## src/rtl/operand_pkg.sv

```systemverilog
// operand_pkg
//   Shared types for the operand load sequencer.
//   ld_state_t : sequencer states (collect A, collect B, present {A,B})
//   ST_ILLEGAL : the one unused 2-bit encoding; the sequencer recovers from it to S_WAIT_A
package operand_pkg;

    typedef enum logic [1:0] {
        S_WAIT_A  = 2'd0,
        S_WAIT_B  = 2'd1,
        S_PRESENT = 2'd2
    } ld_state_t;

    localparam logic [1:0] ST_ILLEGAL = 2'd3;

endpackage

```

## src/rtl/mod_counter.sv

```systemverilog
// mod_counter
//   Free-running modulo-2^CW event counter with a one-cycle wrap pulse.
// Ports
//   clk    in   1   clock, all updates on posedge
//   rst    in   1   synchronous active-low reset
//   inc    in   1   count one event this cycle
//   count  out  CW  events counted, modulo 2^CW
//   wrap   out  1   high for the single cycle after count rolls from 2^CW-1 to 0
module mod_counter
    import operand_pkg::*;
#(
    parameter int CW = 4
) (
    input  logic          clk,
    input  logic          rst,
    input  logic          inc,
    output logic [CW-1:0] count,
    output logic          wrap
);

    logic [CW-1:0] count_q, count_d;
    logic          wrap_q, wrap_d;

    always_comb begin
        count_d = count_q;
        wrap_d  = 1'b0;
        if (inc) begin
            count_d = count_q + 1'b1;
            // The increment that rolls over is the one starting from all-ones.
            wrap_d  = (count_q == {CW{1'b1}});
        end
    end

    always_ff @(posedge clk) begin
        if (!rst) begin
            count_q <= '0;
            wrap_q  <= 1'b0;
        end else begin
            count_q <= count_d;
            wrap_q  <= wrap_d;
        end
    end

    assign count = count_q;
    assign wrap  = wrap_q;

endmodule

```

## src/rtl/operand_load_ctrl.sv

```systemverilog
// operand_load_ctrl
//   Collects operand A then operand B from one shared N-bit bus and presents
//   the assembled word {A,B} to the downstream stage until it is consumed.
//   Consumed pairs are counted modulo 2^CW.
// Ports
//   clk         in   1    clock, all updates on posedge
//   rst         in   1    synchronous active-low reset
//   in_value    in   N    operand value bus (A first, then B)
//   in_valid    in   1    in_value is valid
//   in_ready    out  1    value is accepted this cycle (not while presenting)
//   abort       in   1    drop any partial/presented pair, restart at A
//   out_ab      out  2N   {A,B}, A in the upper half
//   out_valid   out  1    out_ab holds a complete pair
//   out_ready   in   1    downstream consumes out_ab
//   pair_count  out  CW   consumed pairs, modulo 2^CW
//   cnt_wrap    out  1    one-cycle pulse after pair_count wraps to 0
module operand_load_ctrl
    import operand_pkg::*;
#(
    parameter int N  = 8,
    parameter int CW = 4
) (
    input  logic            clk,
    input  logic            rst,
    input  logic [N-1:0]    in_value,
    input  logic            in_valid,
    output logic            in_ready,
    input  logic            abort,
    output logic [2*N-1:0]  out_ab,
    output logic            out_valid,
    input  logic            out_ready,
    output logic [CW-1:0]   pair_count,
    output logic            cnt_wrap
);

    ld_state_t    state_q, state_d;
    logic [N-1:0] a_q, a_d;
    logic [N-1:0] b_q, b_d;
    logic         accept;
    logic         transfer;
    logic         inc;

    assign in_ready  = (state_q != S_PRESENT);
    assign out_valid = (state_q == S_PRESENT);
    assign out_ab    = {a_q, b_q};

    assign accept    = in_valid & in_ready;
    assign transfer  = out_valid & out_ready;

    always_comb begin
        state_d = state_q;
        a_d     = a_q;
        b_d     = b_q;
        inc     = 1'b0;
        if (abort) begin
            // Abort beats any same-cycle accept or transfer: nothing is
            // stored and nothing is counted; held A/B values are kept.
            state_d = S_WAIT_A;
        end else begin
            case (state_q)
                S_WAIT_A: begin
                    if (accept) begin
                        a_d     = in_value;
                        state_d = S_WAIT_B;
                    end
                end
                S_WAIT_B: begin
                    if (accept) begin
                        b_d     = in_value;
                        state_d = S_PRESENT;
                    end
                end
                S_PRESENT: begin
                    if (transfer) begin
                        state_d = S_WAIT_A;
                        inc     = 1'b1;
                    end
                end
                ld_state_t'(ST_ILLEGAL): begin
                    state_d = S_WAIT_A;
                end
            endcase
        end
    end

    always_ff @(posedge clk) begin
        if (!rst) begin
            state_q <= S_WAIT_A;
            a_q     <= '0;
            b_q     <= '0;
        end else begin
            state_q <= state_d;
            a_q     <= a_d;
            b_q     <= b_d;
        end
    end

    mod_counter #(
        .CW (CW)
    ) u_pair_cnt (
        .clk   (clk),
        .rst   (rst),
        .inc   (inc),
        .count (pair_count),
        .wrap  (cnt_wrap)
    );

endmodule
```

## config.mk

```make
export PLATFORM = sky130hd
export DESIGN_NAME = operand_load_ctrl
export DESIGN_NICKNAME = d
export VERILOG_FILES = /design/src/rtl/operand_pkg.sv /design/src/rtl/mod_counter.sv /design/src/rtl/operand_load_ctrl.sv
export SDC_FILE = /design/constraint.sdc
export NUM_CORES = 1
export LEC_CHECK = 0
export BUFFER_PORTS_ARGS = -buffer_cell sky130_fd_sc_hd__buf_4
export CORE_MARGIN = 8
export CORE_UTILIZATION = 50
export CTS_CLUSTER_SIZE = 30
export DETAILED_ROUTE_END_ITERATION = 6
export GPL_ROUTABILITY_DRIVEN = 0
export GPL_TIMING_DRIVEN = 0
export PLACE_DENSITY_LB_ADDON = 0.08
export SYNTH_ARGS = -nofsm -noshare
export SYNTH_HDL_FRONTEND = slang
export SYNTH_HIERARCHICAL = 1
export SYNTH_SLANG_ARGS = --single-unit
```

## constraint.sdc

```tcl
create_clock -name clk -period 3.2 [get_ports clk]
set_input_delay 0.8 -clock clk [delete_from_list [all_inputs] [get_ports clk]]
set_output_delay 0.8 -clock clk [all_outputs]
set_load 0.02 [all_outputs]
```

======== Yosys cells after proc, flatten, opt, wreduce, memory -nomap -nowiden ========
Cells that the tools add are included.
W data, S select, Z words.
storage, ports and cells
  register bits after elaboration ......... 23
  input port bits ......................... 13
  word-level logic and storage cells ...... 31
cells by class
  add/sub/neg operators ................... 1
  eq/ne operators ......................... 8
  muxes and demuxes ....................... 7
  bitwise operators ....................... 4
  reductions and logical operators ........ 6
operator list
  kind                   count
  $reduce_and A3 Y1      3
  $pmux W2 S4            1
  $mux W2                3
  $ne A2 B2 Y1 const B   3
  $add A4 B1 Y4 const B  1
  $eq A2 B2 Y1 const B   2
  $eq A4 B4 Y1 const B   1
  $mux W1                3
  $and A1 B1 Y1          2
  $eq A2 B1 Y1 const B   1
  $logic_not A2 Y1       1
  $ne A2 B1 Y1 const B   1
  $not A1 Y1             2
  $reduce_and A2 Y1      1
  $reduce_or A2 Y1       1

======== Longest topological paths before layout ========
  depth after elaboration ................. 6
  mapped depth ............................ 6
  mapped depth without buffers ............ 5

======== Modules after synthesis ========
Netlist, hierarchy kept.
modules (own cells, without submodules)
  module             times used  cells an instance  area each (um^2)
  operand_load_ctrl  1           74                 734.5
  mod_counter        1           21                 212.7

======== Worst setup path after synthesis ========
OpenSTA, ideal clock, no wires.
  path kind ............................... flip-flop to output port
  start point ............................. register state_q[1]
  end point ............................... output in_ready
  arrival ................................. 0.969 ns
  required time ........................... 2.400 ns
  slack ................................... 1.431 ns
  cell stages (with the launch flop) ...... 3
  buffers on the path ..................... 0
  cells stage by stage .................... dfxtp_1 -> nor2b_1 -> inv_1
between the ends
  cells in the longest elaborated chain, start to end .. 1
RTL lines
  element                   line                     RTL
  start: declaration        operand_load_ctrl.sv:36  ld_state_t state_q, state_d;
  start signal: assignment  operand_load_ctrl.sv:92  state_q <= state_d;
  $ne A2 B2 Y1              operand_load_ctrl.sv:43  assign in_ready = (state_q != S_PRESENT);
  end: declaration          operand_load_ctrl.sv:27  output logic in_ready,
Every way passes these cells.

======== Worst setup path after layout ========
Ends and elaborated chain as after synthesis.

==> results.md <==
* Crit path DAT at 1.15 ns
* Final setup vio count at 0
* Fin. Hold Viols at 0
* Die Ht at 59.5 um
* Hold-fix buffer count after cts at 0
* Avg Inst Size Synth at 9.97 um2
* Post-cts gate resize count at 0
* Mapped Cells at 95
* Final net count at between 100 and 150
* Clock Sinks at 23
* Vias in the first global route at 771
* Clock latency on the worst-skew pair at about 0.30 ns
* Horiz. Die Dim at 59.5 um
* Syn_nets at ~110
* Starting Density at 0.537
* Yosys warning count at 6
* Root Buffer: clkbuf_4
* TNS Setup at 0 ns
* Int Pwr at 0.000371 W
* Final wirelength at 2060 um
* Max Clk Rate at 0.513 GHz
* Io pins at 36
* Yosys top cell by area: dfxtp_1
* Routed vias/inst at just under 5
* CP top delay family: flip-flops
* Worst Path Buf+Inv at 2
* GRT Resource Usage Total at 0.123
* Worst Path Max Fanout at 6
* Global-route wire length before repair at 3420 um
* Net Sw Frac at 0.240
* Reg2Reg Depth at 6
* FF+latch count, synth at 23
* Fin Hold WS at 0.465 ns
* Worst-path cell chain: nor2b_1 -> inv_1 -> buf_4
* Leak at ~0.56 nW
* Setup repair bufs after CTS at 0
* Clock tree buffer depth at 2
* CP Launch Type: flop
* DRC Markers at 0
* Number of maximum-capacitance violations at 0
* Seq/Total Area, Yosys at 0.486
* Slew Viols, Final at 0
* Antenna diode count at 0
* CP required at 2.40 ns
* Worst clock skew at around 0.00084 ns
* CP endpoint kind: primary output
* Core area at 0.00176 mm2
* Cell variety after synth at 21
* Initial antenna violation count at 0
* DRT Pass-1 Iters at 4
* Post-DRT Antenna Nets at 0
* Layout cells sized above 1 at 0.358
* Routed via count at 777
* Switching Power at 0.000117 W
* Final min period at 1.95 ns
* TritonCTS clock tree: done
* Grt total ovfl at 0
* Hpwl dp at 1630 um
* WL/cell at around 13 um
* CP Class: reg2out
* Ranking of synthesized cells by area: dfxtp_1 (49%), mux2i_1 (19%), nand2_1 (9.9%)
* Crit path depth at 3
* Die area at 0.00354 mm2
* Yosys top cell area share at 0.486
* Seq pwr share at 0.612
* Post-synthesis cell area at 947 um2
* Hold_sp: b_q[1]
* Clock share of power at 0.261
* CTS Buf Count at 3
* Number of cells on the worst hold path at 2
* Slew HR at 0.856
* Crit. Startpoint: state_q[1]
* Maximum vdd drop at around 0.25 mV
* Largest net degree at the start of global routing at 14
* H-Tree Depth at 1
* Status: completed
* Starting DRT DRC Count at 8
* Reg clk slew, reported paths at 0.12 ns
* Slowest stage delay, CP at 0.43 ns
* Hold/Removal Path Class: reg2reg
* Worst path slowest cell: dfxtp_1
* Crit share post-route at 0.609
* RSZ-0062 raised after global routing: false
* Worst Tran Pin Value at 0.212 ns
* Row count at 15
* Layout area overhead at 34.0%
* Critical R2R Launch: state_q[1]
* Logic gate share of total power at 0.127
* Power Density at slightly below 400 mW/mm2
* PortBufs at 35
## per-stage QoR
step                      total power [W]  cell area (um2)  worst slack [ns]  cells   util
after floorplan                  0.000338              947              1.43     95      -
after global placement           0.000367             1240              1.51    155  0.704
after detailed placement         0.000368             1240              1.49    155  0.704
after CTS                        0.000493             1270              1.25    159  0.719
after global routing             0.000510             1270              1.15    159  0.719
final                            0.000489             1270              1.25    159  0.719
## cells in the final DEF (no fill, tap or decap), types with 2 or more instances in the layout
| cell type | count |
|---|---|
| inv_1 | 2 |
| dfxtp_1 | 23 |
| buf_6 | 2 |
| nand2b_1 | 2 |
| nand3b_1 | 2 |
| buf_2 | 3 |
| nand4_1 | 2 |
| clkbuf_4 | 3 |
| buf_4 | 36 |
| nand2_1 | 25 |
| xnor2_1 | 2 |
| a21oi_1 | 2 |
| mux2i_1 | 18 |
| nor2_1 | 3 |
## cell families after synthesis
kind of cell / count (synthesis) / synth area share
AND/OR/NAND/NOR: 40 / 0.215
flip-flops: 23 / 0.486
multiplexers: 18 / 0.190
buffers and inverters: 8 / 0.0555
AO/OA/AOI/OAI: 3 / 0.0211
XOR/XNOR: 2 / 0.0185
adder cells (fa/ha/maj): 1 / 0.0132
## power by group through the flow
stage | sequential [W] | clock [W] | combinational, W
floorplan | 0.000313 | 0 | 0.0000254
global placement | 0.000305 | 0 | 0.0000620
detailed placement | 0.000305 | 0 | 0.0000632
CTS | 0.000299 | 0.000131 | 0.0000632
global route | 0.000300 | 0.000143 | 0.0000677
finish | 0.000299 | 0.000128 | 0.0000622
## worst min-delay path: cells and delay by family, from the launching register on
family,cells,cell delay (ns)
and+or+nand+nor,1,0.05
muxes,1,0.05
DFF,1,0.33
## layout make-up
type,instances,area (um2)
multi-input combinational,64,434
clock buffer,3,22.5
buffer,6,45.0
fill,153,495
timing repair buffer,35,263
sequential,23,460
clock inverter,1,5.00
inverter,2,7.51
tap,25,31.3
## path summary, 6_finish.rpt
kind / end / slack, ns
max: in_ready / 1.25
min: b_q[1] / 0.47
max reg2reg: u_pair_cnt/count[3] / 1.78
min reg2reg: b_q[1] / 0.47
## metal layers
layer  part of all wire  global-route usage  wire, um  up-vias
met4             0.0058              0.0408        12        0
li1                   -                   -         -      395
met5                  0                   0         0        -
met1               0.43               0.133       881      357
met3              0.068              0.0325       141        2
met2               0.50               0.222      1030       23
## synth_stat cells, drive strengths merged
cell    instances
nor3b           1
nor4b           2
and4bb          1
a21bo           1
nor2            3
nand2          25
ha              1
inv             2
mux2i          18
buf             6
nand3b          2
dfxtp          23
or3b            1
xnor2           2
nor2b           1
nand4           2
a21oi           2
nand2b          2
## sequential cells by signal, summed over array words and instances, names as in the netlist
| signal | flops |
|---|---|
| u_pair_cnt/count | 4 |
| state_q | 2 |
| u_pair_cnt/wrap | 1 |
| a_q | 8 |
| b_q | 8 |
Power figures use the tool's default switching activity.
